==> src/rtl/wb_arbiter_if.sv <==
// rtl/wb_arbiter_if.sv - write-back requester bus and register-file write port
interface wb_arbiter_if #(
  parameter int DATA_WIDTH = 32,
  parameter int NUM_REQ    = 3
);
  // Requester side: one valid/ready pair per producer, flattened addr/data
  logic [NUM_REQ-1:0]            req_valid;
  logic [NUM_REQ-1:0]            req_ready;
  logic [5*NUM_REQ-1:0]          req_addr;
  logic [DATA_WIDTH*NUM_REQ-1:0] req_data;

  // Register-file single write port
  logic                          rf_wr_en;
  logic [4:0]                    rf_wr_addr;
  logic [DATA_WIDTH-1:0]         rf_wr_data;

  modport master (
    output req_valid, req_addr, req_data,
    input  req_ready, rf_wr_en, rf_wr_addr, rf_wr_data
  );

  modport slave (
    input  req_valid, req_addr, req_data,
    output req_ready, rf_wr_en, rf_wr_addr, rf_wr_data
  );
endinterface

==> src/rtl/wb_arbiter.sv <==
// rtl/wb_arbiter.sv - round-robin write-back arbiter with register scoreboard (optional: WB_SCOREBOARD_EN)
module wb_arbiter #(
  parameter int DATA_WIDTH = 32,
  parameter int NUM_REQ    = 3
) (
  input  logic        clk,
  input  logic        rst_n,
  wb_arbiter_if.slave wb,
  input  logic        iss_valid,
  input  logic [4:0]  iss_addr,
  output logic        iss_stall,
  input  logic [4:0]  rs1_addr,
  input  logic [4:0]  rs2_addr,
  output logic        hazard_rs1,
  output logic        hazard_rs2,
  output logic [31:0] busy
);

  localparam int PTR_W = (NUM_REQ > 2) ? 2 : 1;

  logic [PTR_W-1:0]      rr_ptr;
  logic [PTR_W-1:0]      grant_idx;
  logic [PTR_W-1:0]      next_ptr;
  logic [PTR_W:0]        cand;
  logic                  grant_any;
  logic [NUM_REQ-1:0]    grant;
  logic [4:0]            sel_addr;
  logic [DATA_WIDTH-1:0] sel_data;

  // Round-robin search starting at rr_ptr; first valid requester wins
  always_comb begin
    grant_idx = '0;
    grant_any = 1'b0;
    cand      = '0;
    for (int k = 0; k < NUM_REQ; k++) begin
      cand = {1'b0, rr_ptr} + (PTR_W+1)'(k);
      if (cand >= (PTR_W+1)'(NUM_REQ)) begin
        cand = cand - (PTR_W+1)'(NUM_REQ);
      end
      if (!grant_any && wb.req_valid[cand[PTR_W-1:0]]) begin
        grant_any = 1'b1;
        grant_idx = cand[PTR_W-1:0];
      end
    end
    grant = grant_any ? ({{(NUM_REQ-1){1'b0}}, 1'b1} << grant_idx) : '0;
  end

  // Steer the granted requester's destination and data to the output stage
  always_comb begin
    sel_addr = '0;
    sel_data = '0;
    for (int k = 0; k < NUM_REQ; k++) begin
      if (grant[k]) begin
        sel_addr = wb.req_addr[5*k +: 5];
        sel_data = wb.req_data[DATA_WIDTH*k +: DATA_WIDTH];
      end
    end
  end

  assign next_ptr     = (grant_idx == PTR_W'(NUM_REQ-1)) ? '0 : grant_idx + PTR_W'(1);
  assign wb.req_ready = grant;

  // Registered write port; x0 results are consumed but never written
  always_ff @(posedge clk or negedge rst_n) begin
    if (!rst_n) begin
      rr_ptr        <= '0;
      wb.rf_wr_en   <= 1'b0;
      wb.rf_wr_addr <= '0;
      wb.rf_wr_data <= '0;
    end else if (grant_any) begin
      rr_ptr        <= next_ptr;
      wb.rf_wr_en   <= (sel_addr != 5'd0);
      wb.rf_wr_addr <= sel_addr;
      wb.rf_wr_data <= sel_data;
    end else begin
      wb.rf_wr_en   <= 1'b0;
    end
  end

`ifdef WB_SCOREBOARD_EN
  logic [31:0] busy_q;
  logic        sb_set;

  assign sb_set = iss_valid && !iss_stall && (iss_addr != 5'd0);

  // Pending-write vector: clear on commit, set on issue; set is applied last so it wins
  always_ff @(posedge clk or negedge rst_n) begin
    if (!rst_n) begin
      busy_q <= '0;
    end else begin
      if (wb.rf_wr_en) begin
        busy_q[wb.rf_wr_addr] <= 1'b0;
      end
      if (sb_set) begin
        busy_q[iss_addr] <= 1'b1;
      end
    end
  end

  assign busy       = busy_q;
  assign iss_stall  = iss_valid && busy_q[iss_addr];
  assign hazard_rs1 = busy_q[rs1_addr];
  assign hazard_rs2 = busy_q[rs2_addr];
`else
  logic unused_sb;

  assign unused_sb  = ^{iss_valid, iss_addr, rs1_addr, rs2_addr};
  assign busy       = '0;
  assign iss_stall  = 1'b0;
  assign hazard_rs1 = 1'b0;
  assign hazard_rs2 = 1'b0;
`endif

endmodule

==> src/flat_wrapper.sv <==
// flat-port wrapper written by rule: the top's interface ports become plain ports
module wb_arbiter_flat 
#(
  parameter int DATA_WIDTH = 32,
  parameter int NUM_REQ    = 3
)
  (clk, rst_n, iss_valid, iss_addr, iss_stall, rs1_addr, rs2_addr, hazard_rs1, hazard_rs2, busy, wb_req_valid, wb_req_addr, wb_req_data, wb_req_ready, wb_rf_wr_en, wb_rf_wr_addr, wb_rf_wr_data);
  wb_arbiter_if #(.DATA_WIDTH(DATA_WIDTH), .NUM_REQ(NUM_REQ)) wb_i ();
  input  logic clk;
  input  logic rst_n;
  input  logic iss_valid;
  input  logic [4:0] iss_addr;
  output logic iss_stall;
  input  logic [4:0] rs1_addr;
  input  logic [4:0] rs2_addr;
  output logic hazard_rs1;
  output logic hazard_rs2;
  output logic [31:0] busy;
  input wire logic [$bits(wb_i.req_valid)-1:0] wb_req_valid;
  input wire logic [$bits(wb_i.req_addr)-1:0] wb_req_addr;
  input wire logic [$bits(wb_i.req_data)-1:0] wb_req_data;
  output wire logic [$bits(wb_i.req_ready)-1:0] wb_req_ready;
  output wire logic [$bits(wb_i.rf_wr_en)-1:0] wb_rf_wr_en;
  output wire logic [$bits(wb_i.rf_wr_addr)-1:0] wb_rf_wr_addr;
  output wire logic [$bits(wb_i.rf_wr_data)-1:0] wb_rf_wr_data;
  assign wb_i.req_valid = wb_req_valid;
  assign wb_i.req_addr = wb_req_addr;
  assign wb_i.req_data = wb_req_data;
  assign wb_req_ready = wb_i.req_ready;
  assign wb_rf_wr_en = wb_i.rf_wr_en;
  assign wb_rf_wr_addr = wb_i.rf_wr_addr;
  assign wb_rf_wr_data = wb_i.rf_wr_data;
  wb_arbiter #(.DATA_WIDTH(DATA_WIDTH), .NUM_REQ(NUM_REQ)) u_core (.clk(clk), .rst_n(rst_n), .wb(wb_i), .iss_valid(iss_valid), .iss_addr(iss_addr), .iss_stall(iss_stall), .rs1_addr(rs1_addr), .rs2_addr(rs2_addr), .hazard_rs1(hazard_rs1), .hazard_rs2(hazard_rs2), .busy(busy));
endmodule
==> config.mk <==
export PLATFORM = sky130hd
export DESIGN_NAME = wb_arbiter_flat
export DESIGN_NICKNAME = d
export VERILOG_FILES = /design/src/rtl/wb_arbiter_if.sv /design/src/rtl/wb_arbiter.sv /design/src/flat_wrapper.sv
export SDC_FILE = /design/constraint.sdc
export NUM_CORES = 1
export LEC_CHECK = 0
export CORE_MARGIN = 1.5
export CORE_UTILIZATION = 31
export DETAILED_ROUTE_END_ITERATION = 10
export GPL_ROUTABILITY_DRIVEN = 1
export HOLD_SLACK_MARGIN = 0.05
export PLACE_DENSITY = 0.88
export SYNTH_ARGS = -nofsm -noshare
export SYNTH_HDL_FRONTEND = slang
export SYNTH_SLANG_ARGS = --single-unit
==> constraint.sdc <==
create_clock -name clk -period 2.03 [get_ports clk]
set_clock_uncertainty 0.05 [all_clocks]
set_input_delay 0.3045 -clock clk [delete_from_list [all_inputs] [get_ports clk]]
set_output_delay 0.3045 -clock clk [all_outputs]
set_load 0.05 [all_outputs]
## Yosys cells after proc, flatten, opt, wreduce, memory -nomap -nowiden

Index checks and enable logic that the tools add are counted.

- Eq/ne operators: 1
- Shift-type cells: 1
- Magnitude comparators: 6
- Reduce and logical (&&, ||, !) cells: 5
- Add/sub/neg operators: 6
- Muxes and demuxes: 24

Operators with widths:

| operator | count |
|---|---|
| $mux 32 | 3 |
| $mux 5 | 3 |
| $mux 2 | 7 |
| $lt 2x3->1 const B | 3 |
| $mux 1 | 7 |
| $bmux 1 s2 | 3 |
| $ge 3x2->1 const B | 2 |
| $sub 2x2->2 const B | 3 |
| $reduce_bool 5->1 | 1 |
| $add 2x1->3 const B | 1 |
| $add 2x2->3 const B | 1 |
| $mux 3 | 1 |
| $shl 1x2->3 const A | 1 |
| $add 2x1->2 const B | 1 |
| $eq 2x2->1 const B | 1 |
| $ge 2x2->1 const B | 1 |
| $logic_and 1x1->1 | 2 |
| $logic_not 1->1 | 2 |

- Output and inout port bits: 76
- Bits in registers: 40
- Logic and storage cells: 47

## Logic depth before layout (Yosys ltp)

Gate-level depths: netlist of run 1.

- Depth after elaboration: 18
- Depth in mapped cells: 10
- Gate-level depth less buffers: 9

## Worst setup path after synthesis of run 1

No wires, ideal clock.

- Path type: flip-flop to output port
- From: reg u_core.rr_ptr[0]
- To: out wb_req_ready[0]
- Setup slack: -0.612 ns
- Arrival time: 2.287 ns
- Data required time: 1.676 ns
- Path buffers: 1
- Cell stages (with the launch flop): 9
- Cells stage by stage: dfrtp_1 > inv_1 > ha_1 > or3b_1 > o31a_2 > nand2_4 > inv_2 > buf_6 > nor3_2

- Word-level cells in the longest chain between the ends: 13

RTL lines:

| element | RTL line | source |
|---|---|---|
| start: declaration | wb_arbiter.sv:21 | `logic [PTR_W-1:0] rr_ptr;` |
| start signal: assignment | wb_arbiter.sv:71 | `rr_ptr <= next_ptr;` |
| branches (longest 12 deep; another with $add 2x1->3) | - |  |
| $mux 3 (*) | wb_arbiter.sv:45 | `grant = grant_any ? ({{(NUM_REQ-1){1'b0}}, 1'b1} << grant_idx) : '0;` |
| end: declaration | flat_wrapper.sv:22 | `output wire logic [$bits(wb_i.req_ready)-1:0] wb_req_ready;` |

Mark *: on every way between the ends. The select of a mux whose other input is x is not followed.

## Worst setup path in the final report of run 1

- From: reg u_core.rr_ptr[0]
- To: reg u_core.wb.rf_wr_data[2]

- Word-level cells in the longest chain between the ends: 16

RTL lines:

| element | RTL line | source |
|---|---|---|
| branches (longest 16 deep; another with $add 2x1->3) | - |  |
| end signal: assignment | wb_arbiter.sv:74 | `wb.rf_wr_data <= sel_data;` |
| end: declaration | wb_arbiter_if.sv:24 | `output req_ready, rf_wr_en, rf_wr_addr, rf_wr_data` |

Parallel ways; which one is timed is not known. The select of a mux whose other input is x is not followed.
A chain may end at the register's enable or synchronous reset.

==> flow_metrics.tcl, run 1 <==
set metrics [dict create \
    clock_path_buffers 2 \
    grtUsageMet1_pct 19.6 \
    drive_gt1_share_pct 21.5 \
    critPathTopFamily "compound AO/OA/AOI/OAI gates" \
    synth.avg_cell_area_sq_um 8.55 \
    grt_pass1_wl_mm 13.0 \
    setup_slack_ns -0.400 \
    use_met2_pct 35.6 \
    via_count 3007 \
    route.detailed.drc 0 \
    start_util_pct 32.3 \
    die_w_um 96.0 \
    critPathLaunch "u_core.rr_ptr[0]" \
    path_cells "inv_2, ha_4, or3b_4, o31a_4, nand2_4, buf_4, buf_12, buf_12, buf_16, nand2_1, a311oi_1, a21o_1" \
    die_y_um 96.0 \
    clock_sinks 40 \
    antenna_found_initial 0 \
    synth_top_area_share_pct 37.3 \
    ys_ff_latch 40 \
    yosysTopAreaCell "dfrtp_1" \
    status "finished with violations" \
    startpoint_type "flop" \
    cts_tree "built" \
    htreeDepth 2 \
    yosysWarningCount 0 \
    core_area_sq_mm 0.00830 \
    cts-root-buf "clkbuf_8" \
    hold_class "in2async" \
    reg2reg_slack_ns -0.40 \
    drt_iter0_markers 55 \
    fin_crit_sh_pct 120 \
    path_max_fanout 6 \
    cp_num_cells 12 \
    synth_edf_count 0 \
    die-area_sq_mm 0.00922 \
    track_usage_pct 18.6 \
    synth_ff_type "dfrtp_1" \
    gp_congestion 0.831 \
    cts_buffers 5 \
    arrival_ns 2.61 \
    rows 33 \
    synth_cell_types 35 \
    wire_per_inst_um 15.7 \
    grt_busiest_layer "met2" \
    p_total_mw 9.21 \
    yosys-top-cells-count "74 x nand2_1, 40 x dfrtp_1, 38 x buf_4, 36 x a21o_1, 33 x nor2_1" \
    synth_most_common_cell "nand2_1" \
    worstSetupPathType "reg2reg" \
    num_io_pins 208 \
    nFillCells 661 \
    max_freq_mhz 411 \
    ys_seq_area_share_pct 37.3 \
    endpoint "u_core.wb.rf_wr_data[2]" \
    synth_area_leaders "dfrtp_1 37%, buf_4 11%, a311oi_1 10%" \
    n_antenna_cell 0 \
    crit_buf_inv 5 \
    reg2reg_to "u_core.wb.rf_wr_data[2]" \
    maxCapViolations 0 \
    slew-limit-headroom_pct 39.5 \
    power_leakage_nw 2.35 \
    ant_nets 0 \
    use_met3_pct 5.06 \
    setup_viol 42 \
    post_dp_cell_area_sq_mm 0.00439 \
    power.density_mw_per_mm2 1800 \
    io_buffers 156 \
    clkLatencyLatePin_ns 0.28 \
    place_hpwl_mm 6.24 \
    wl_mm 9.54 \
    r2r_cells 12 \
    fin_util_pct 61.5 \
    finalHoldViolations 0 \
    async_flop_share_pct 100 \
    dr.pass1.iters 4 \
    crit_top_cell "buf_12" \
    worst_pin_slew_ns 0.908 \
    netlist_area_sq_mm 0.00268 \
    synthToLayoutAreaGrowth_pct 90.3 \
    rsz0062_at_grt "true" \
    grt.overflow.total 0 \
    grt_max_degree 42 \
    failed_checks "negative setup slack" \
    max_stage_delay_ns 0.45 \
    design_area_sq_mm 0.00511 \
    final_max_slew_viol_count 0 \
    viasPerCell 4.95 \
    fin_hold_ws_ns 0.0954 \
    nets 635 \
    cp_slowest_cell "dfrtp_2" \
    syn_inst 314 \
    grt_pass1_vias 2848 \
    cp.required_ns 2.21 \
    pre_cts_slack_ns -0.316 \
    fin_crit_ns 2.43 \
    peakVddDrop_mv 1.21 \
    crit_path_end_kind "flop" \
    rr_startpoint "u_core.rr_ptr[0]" \
    clk_pin_slew_ns 0.08 \
]
## per-layer routing
layer	vias to the layer above	wire, um
li1	1408	-
met1	1451	3480
met2	133	5210
met3	15	652
met4	0	199
met5	-	0
## cells in the final DEF (no fill, tap or decap), types with 2 or more instances in the layout
cell,instances
conb_1,35
a21o_1,36
clkbuf_8,6
a311oi_2,25
nand2b_1,2
inv_2,2
clkdlybuf4s50_1,152
dfrtp_1,38
clkbuf_1,2
nand3_1,2
a311oi_1,7
o22ai_2,3
buf_16,5
buf_6,4
o211ai_1,2
o21ai_0,4
a22o_1,2
nor2_1,33
buf_8,3
nor3b_4,2
buf_4,26
ha_4,2
buf_12,12
nand2_2,2
dfrtp_2,2
nand2_4,4
nand2_1,69
## kinds of logic (layout without fill, tap and decap cells)
family / count (synthesis) / count (layout) / share of synthesized area (%)
compound gates: 89 / 89 / 27.1
fa+ha+maj: 2 / 2 / 0.932
buf+inv: 63 / 217 / 15.7
flops: 40 / 40 / 37.3
other cells: 1 / 35 / 0.140
simple gates: 119 / 119 / 18.8
## per-stage QoR
stage | cells | TNS, ns
after floorplan | 348 | -0.355
after global placement | 576 | -6.27
after detailed placement | 576 | -8.42
after CTS | 604 | -12.04
after global routing | 607 | -15.24
final | 607 | -11.38
## power breakdown
part	switching, mW	internal, mW
Sequential	0.243	1.24
Combinational	3.92	3.27
Clock	0.266	0.277
## area by class of cell
type	count	area [sq um]	share of cell area [%]
inverters	5	28.8	0.564
clock buffers	8	90.1	1.76
repair buffers	204	2210	43.4
multi-input cells	245	1640	32.1
well taps	105	131	2.57
flip-flops and latches	40	1000	19.7
## registers in the layout, indices dropped and copies added, names as in the netlist
register / cells
u_core.rr_ptr: 2
u_core.wb.rf_wr_addr: 5
u_core.wb.rf_wr_data: 32
u_core.wb.rf_wr_en: 1
## how the worst min path moves through the flow
stage,start,to,slack [ns],cells after the start
2_1_floorplan,rst_n,u_core.rr_ptr[0],-0.04,0
3_3_place_gp,u_core.wb.rf_wr_data[28],u_core.wb.rf_wr_data[28],0.41,1
3_5_place_dp,u_core.wb.rf_wr_addr[4],u_core.wb.rf_wr_addr[4],0.41,2
4_1_cts,rst_n,u_core.wb.rf_wr_data[16],0.12,1
5_1_grt,rst_n,u_core.wb.rf_wr_data[15],0.16,1
6_report,rst_n,u_core.wb.rf_wr_data[17],0.1,1
## repair_timing
item,in CTS,in global routing
cloned,5,1
pin swaps,39,12
hold buffers,0,0
buffers inserted,16,3
gates resized for setup,37,25
setup endpoints to repair,41,43
Note: power is estimated with default switching activity, not from simulation.
==> inputs of run 2 (changes only) <==
--- a/config.mk
+++ b/config.mk
@@ -7,10 +7,12 @@
 export LEC_CHECK = 0
 export CORE_MARGIN = 1.5
 export CORE_UTILIZATION = 31
+export CTS_CLUSTER_DIAMETER = 60
 export DETAILED_ROUTE_END_ITERATION = 10
 export GPL_ROUTABILITY_DRIVEN = 1
-export HOLD_SLACK_MARGIN = 0.05
+export HOLD_SLACK_MARGIN = 0.15
 export PLACE_DENSITY = 0.88
+export SKIP_CTS_REPAIR_TIMING = 1
 export SYNTH_ARGS = -nofsm -noshare
 export SYNTH_HDL_FRONTEND = slang
 export SYNTH_SLANG_ARGS = --single-unit
==> run 2 against run 1 <==
  * The run still ends with negative setup slack left
  * Sequential power about the same
  * Clock power barely moved
  * Largest cell class unchanged
  * Critical path depth down 4
  * Power down 8.2%
  * Global-route usage is 2.1 points lower
  * Design area shrank 6.4%
  * Critical path type is now reg2out
  * Combinational power decreased by 10%
  * Count of clock-buffer cells in the layout is the same
  * Flip-flop and latch count unchanged
  * Via count decreased by 2.4%
  * Maximum frequency is 1.2% lower
  * Largest power group unchanged
==> flow_metrics.tcl, run 2 (synthesis gave the netlist of run 1 again) <==
set metrics [dict create \
    status "finished with violations" \
    failed_checks "negative setup slack" \
    io_buffers 156 \
    top_register "u_core.wb.rf_wr_data" \
    grt_pass1_vias 2657 \
    clock_sinks 40 \
    grt_pass1_wl_mm 11.8 \
    gp_congestion 0.831 \
    cts_buffers 5 \
    reg2reg_slack_ns -0.27 \
    grt_max_degree 42 \
    slew-limit-headroom_pct 39.4 \
    clkLatencyLatePin_ns 0.29 \
    intPower_mw 4.26 \
    die_y_um 96.0 \
    dr.pass1.iters 4 \
    arrival_ns 2.11 \
    grt.overflow.total 0 \
    n_antenna_cell 0 \
    p_total_mw 8.45 \
    wire_per_inst_um 15.0 \
    worstSetupPathType "reg2out" \
    fin_crit_ns 2.46 \
    peakVddDrop_mv 1.13 \
    design_area_sq_mm 0.00478 \
    cp.required_ns 1.68 \
    clock_path_buffers 2 \
    max_freq_mhz 406 \
    hold_class "in2async" \
    clkPwrFrac_pct 6.4 \
    wl_mm 8.93 \
    rsz0062_at_grt "true" \
    die-area_sq_mm 0.00922 \
    worst_pin_slew_ns 0.909 \
    via_count 2934 \
    drt_iter0_markers 56 \
    final_cell_mix "152 x clkdlybuf4s50_1, 72 x nand2_1, 39 x dfrtp_1" \
    htreeDepth 2 \
    share_comb_of_total_power_pct 76.2 \
    setup_viol 42 \
    dpl.cell_count 576 \
    finalHoldViolations 0 \
    cts_tree "built" \
    antenna_found_initial 0 \
    power_leakage_nw 2.20 \
    finalSetupTns_ns -9.40 \
    clk_pin_slew_ns 0.08 \
    viasPerCell 4.92 \
    drive_gt1_share_pct 17.5 \
    swShare_pct 49.6 \
    post_dp_cell_area_sq_mm 0.00439 \
    nets 624 \
    crit_path_end_kind "output port" \
    die_w_um 96.0 \
    route.detailed.drc 0 \
    core_area_sq_mm 0.00830 \
    num_io_pins 208 \
    place_hpwl_mm 6.24 \
    rows 33 \
    top_regs "u_core.wb.rf_wr_data x32, u_core.wb.rf_wr_addr x5, u_core.rr_ptr x2" \
    path_max_fanout 6 \
    maxCapViolations 0 \
    nFillCells 703 \
    final_common_cell "clkdlybuf4s50_1" \
    cts-root-buf "clkbuf_8" \
    stdcell_count 596 \
    p_seq_share_pct 17.4 \
    setup_slack_ns -0.431 \
    synthToLayoutAreaGrowth_pct 78.1 \
    startpoint_type "flop" \
    start_util_pct 32.3 \
    ant_nets 0 \
    fin_hold_ws_ns 0.0981 \
    largest_reg_flops 32 \
    final_max_slew_viol_count 0 \
    switching_power_mw 4.19 \
    fin_crit_sh_pct 121 \
    power.density_mw_per_mm2 1770 \
    track_usage_pct 16.5 \
]
==> run 2: cell count changes in the layout (fill, tap and decap cells not counted), moves of 3 or more <==
cell and change:
a311oi_1 +9, a311oi_2 -9, buf_12 -5, buf_16 -5, buf_8 -3, nand2_1 +3
nand2_4 -3
==> run 2: routing by layer <==
layer  global-route usage (%)  share of wire, %  vias up
li1                         -                 -     1377
met1                     17.6                38     1415
met2                     31.4                53      132
met3                     4.98               7.3       10
met4                     3.55               1.2        0
met5                        0                 0        -
==> run 2: per-stage QoR <==
stage	util (%)	worst slack [ns]
final	57.6	-0.431
after CTS	54.0	-0.439
after global routing	57.6	-0.506
after global placement	52.9	-0.192
after floorplan	-	-0.232
after detailed placement	52.9	-0.316
==> run 2: path summary, 6_finish.rpt <==
check,from,end,depth (start not counted)
worst max register to register,u_core.rr_ptr[0],u_core.wb.rf_wr_data[2],10
worst min register to register,u_core.wb.rf_wr_data[12],u_core.wb.rf_wr_data[12],1
worst max-delay path,u_core.rr_ptr[0],wb_req_ready[0],8
min in group clk,u_core.wb.rf_wr_data[12],u_core.wb.rf_wr_data[12],1
worst min-delay path,rst_n,u_core.wb.rf_wr_data[15],1
max in group asynchronous,rst_n,u_core.rr_ptr[0],1
==> run 2: worst max-delay path, stage by stage, from the launching register on <==
cell and delay [ns]:
dfrtp_2 0.45, inv_2 0.08, ha_4 0.22, or3b_4 0.39, o31a_4 0.14, nand2_4 0.10, inv_8 0.05, nor3_4 0.22
buf_12 0.17
==> run 2: layout make-up <==
cell class | instances | area (sq um) | share of cell area (%)
Multi-Input combinational cell | 245 | 1560 | 32.6
Tap cell | 105 | 131 | 2.75
Inverter | 5 | 28.8 | 0.602
Sequential cell | 40 | 1000 | 21.0
Timing Repair Buffer | 193 | 1970 | 41.2
Clock buffer | 8 | 90.1 | 1.88
==> run 2: power groups by stage <==
| stage | clock [mW] | sequential, mW | combinational [mW] |
|---|---|---|---|
| floorplan | 0 | 2.81 | 2.54 |
| global placement | 0 | 1.45 | 5.62 |
| detailed placement | 0 | 1.47 | 5.75 |
| CTS | 0.567 | 1.46 | 5.76 |
| global route | 0.612 | 1.52 | 6.83 |
| finish | 0.541 | 1.48 | 6.44 |
==> inputs of run 3 (changes only) <==
--- a/config.mk
+++ b/config.mk
@@ -8,8 +8,10 @@
 export CORE_MARGIN = 1.5
 export CORE_UTILIZATION = 31
 export CTS_CLUSTER_DIAMETER = 60
+export CTS_CLUSTER_SIZE = 12
 export DETAILED_ROUTE_END_ITERATION = 10
 export GPL_ROUTABILITY_DRIVEN = 1
+export GPL_TIMING_DRIVEN = 0
 export HOLD_SLACK_MARGIN = 0.15
 export PLACE_DENSITY = 0.88
 export SKIP_CTS_REPAIR_TIMING = 1
==> run 3 against run 2 <==
  * The run still ends with negative setup slack left
  * Register-to-register slack got worse by 0.12 ns
  * Highest routed layer unchanged
  * Utilization increased by 6.5 points
  * Critical path depth increased by 1
  * Combinational power increased by 12%
  * Maximum frequency decreased by 2.8%
  * Worst hold slack got worse by 0.0059 ns
  * Flip-flop and latch count unchanged
  * Largest cell class unchanged
  * Critical endpoint unchanged
==> flow_metrics.tcl, run 3 (synthesis gave the netlist of run 1 again) <==
set metrics [dict create \
    gp_congestion 0.781 \
    setup_slack_ns -0.503 \
    top_register "u_core.wb.rf_wr_data" \
    num_io_pins 208 \
    p_total_mw 9.22 \
    grt_max_degree 41 \
    finalHoldViolations 0 \
    worstSetupPathType "reg2out" \
    grt_pass1_wl_mm 13.3 \
    wire_per_inst_um 15.6 \
    fin_crit_ns 2.53 \
    clock_path_buffers 2 \
    antenna_found_initial 0 \
    grt.overflow.total 0 \
    nets 671 \
    clkLatencyLatePin_ns 0.29 \
    max_freq_mhz 395 \
    largest_reg_flops 32 \
    synthToLayoutAreaGrowth_pct 98.3 \
    clock_sinks 40 \
    start_util_pct 32.3 \
    wl_mm 10.0 \
    slew-limit-headroom_pct 39.2 \
    dr.pass1.iters 4 \
    route.detailed.drc 0 \
    cts_tree "built" \
    power.density_mw_per_mm2 1730 \
    viasPerCell 4.85 \
    via_count 3115 \
    ant_nets 0 \
    die-area_sq_mm 0.00922 \
    cts-root-buf "clkbuf_8" \
    rows 33 \
    htreeDepth 2 \
    arrival_ns 2.18 \
    fin_crit_sh_pct 125 \
    clk_pin_slew_ns 0.08 \
    grt_pass1_vias 2844 \
    core_area_sq_mm 0.00830 \
    peakVddDrop_mv 1.19 \
    drt_iter0_markers 92 \
    cts_buffers 5 \
    cp.required_ns 1.68 \
    startpoint_type "flop" \
    die_y_um 96.0 \
    setup_viol 43 \
    track_usage_pct 18.8 \
    status "finished with violations" \
    final_common_cell "clkdlybuf4s50_1" \
    final_cell_mix "152 x clkdlybuf4s50_1, 65 x nand2_1, 56 x buf_4" \
    crit_path_end_kind "output port" \
    place_hpwl_mm 7.14 \
    die_w_um 96.0 \
    drive_gt1_share_pct 27.2 \
    hold_class "in2async" \
    fin_util_pct 64.1 \
    path_max_fanout 6 \
    rsz0062_at_grt "true" \
    top_regs "u_core.wb.rf_wr_data x32, u_core.wb.rf_wr_addr x5, u_core.rr_ptr x2" \
    worst_pin_slew_ns 0.911 \
    failed_checks "negative setup slack" \
    io_buffers 156 \
    final_max_slew_viol_count 0 \
    power_leakage_nw 2.50 \
    n_antenna_cell 0 \
    maxCapViolations 0 \
    pre_cts_slack_ns -1.02 \
]
==> run 3: cell count changes in the layout (fill, tap and decap cells not counted), moves of 5 or more <==
cell | previous run | this run
buf_4 | 26 | 56
buf_8 | 0 | 11
nand2_1 | 72 | 65
buf_6 | 5 | 10
a311oi_2 | 16 | 21
a311oi_1 | 16 | 11
nand2_2 | 2 | 7
==> run 3: layout make-up <==
| class | count | area, sq um |
|---|---|---|
| fillers | 679 | 2980 |
| repair buffers | 186 | 1890 |
| multi-input cells | 245 | 1670 |
| flip-flops and latches | 40 | 1000 |
| plain buffers | 54 | 523 |
| well taps | 105 | 131 |
| clock buffers | 6 | 72.6 |
| inverters | 5 | 33.8 |
| clock inverters | 1 | 5.00 |
==> run 3: stage by stage <==
| step | area, sq um | instances | TNS [ns] | hold slack, ns |
|---|---|---|---|---|
| finish | 5320 | 642 | -8.21 | 0.0922 |
| global route | 5320 | 642 | -11.83 | 0.149 |
| CTS | 4610 | 616 | -11.96 | 0.127 |
| detailed placement | 4530 | 609 | -16.67 | 0.418 |
| global placement | 4540 | 609 | -29.51 | 0.408 |
| floorplan | 2850 | 348 | -0.355 | -0.0411 |
==> run 3: final timing paths <==
path                                                from  slack (ns)                        to  cells past startpoint
max in group asynchronous                          rst_n        1.21          u_core.rr_ptr[0]                      1
worst min register to register  u_core.wb.rf_wr_data[12]        0.43  u_core.wb.rf_wr_data[12]                      1
worst min-delay path                               rst_n        0.09  u_core.wb.rf_wr_data[16]                      1
worst max-delay path                    u_core.rr_ptr[0]       -0.50           wb_req_ready[0]                      9
worst max register to register          u_core.rr_ptr[0]       -0.39        u_core.wb.rf_wr_en                     12
min in group clk                u_core.wb.rf_wr_data[12]        0.43  u_core.wb.rf_wr_data[12]                      1
==> run 3: metal layers <==
layer	vias up	global-route usage, %	wire, um
li1	1475	-	-
met1	1481	21.4	3750
met4	0	3.55	99
met2	148	35.0	5300
met5	-	0	0
met3	11	5.21	867
==> run 3: worst max-delay path, cell delays in order (launching register included) <==
cell     delay (ns)
dfrtp_2        0.45
inv_2          0.08
ha_4           0.21
and2b_2        0.22
o31a_4         0.32
nand2_8        0.12
inv_8          0.04
buf_12         0.12
nor3_4         0.14
buf_6          0.18
==> run 3: power by group <==
group	switching (mW)	internal (mW)	total [mW]
clock	0.274	0.234	0.509
combinational	4.01	3.23	7.24
sequential	0.244	1.24	1.48
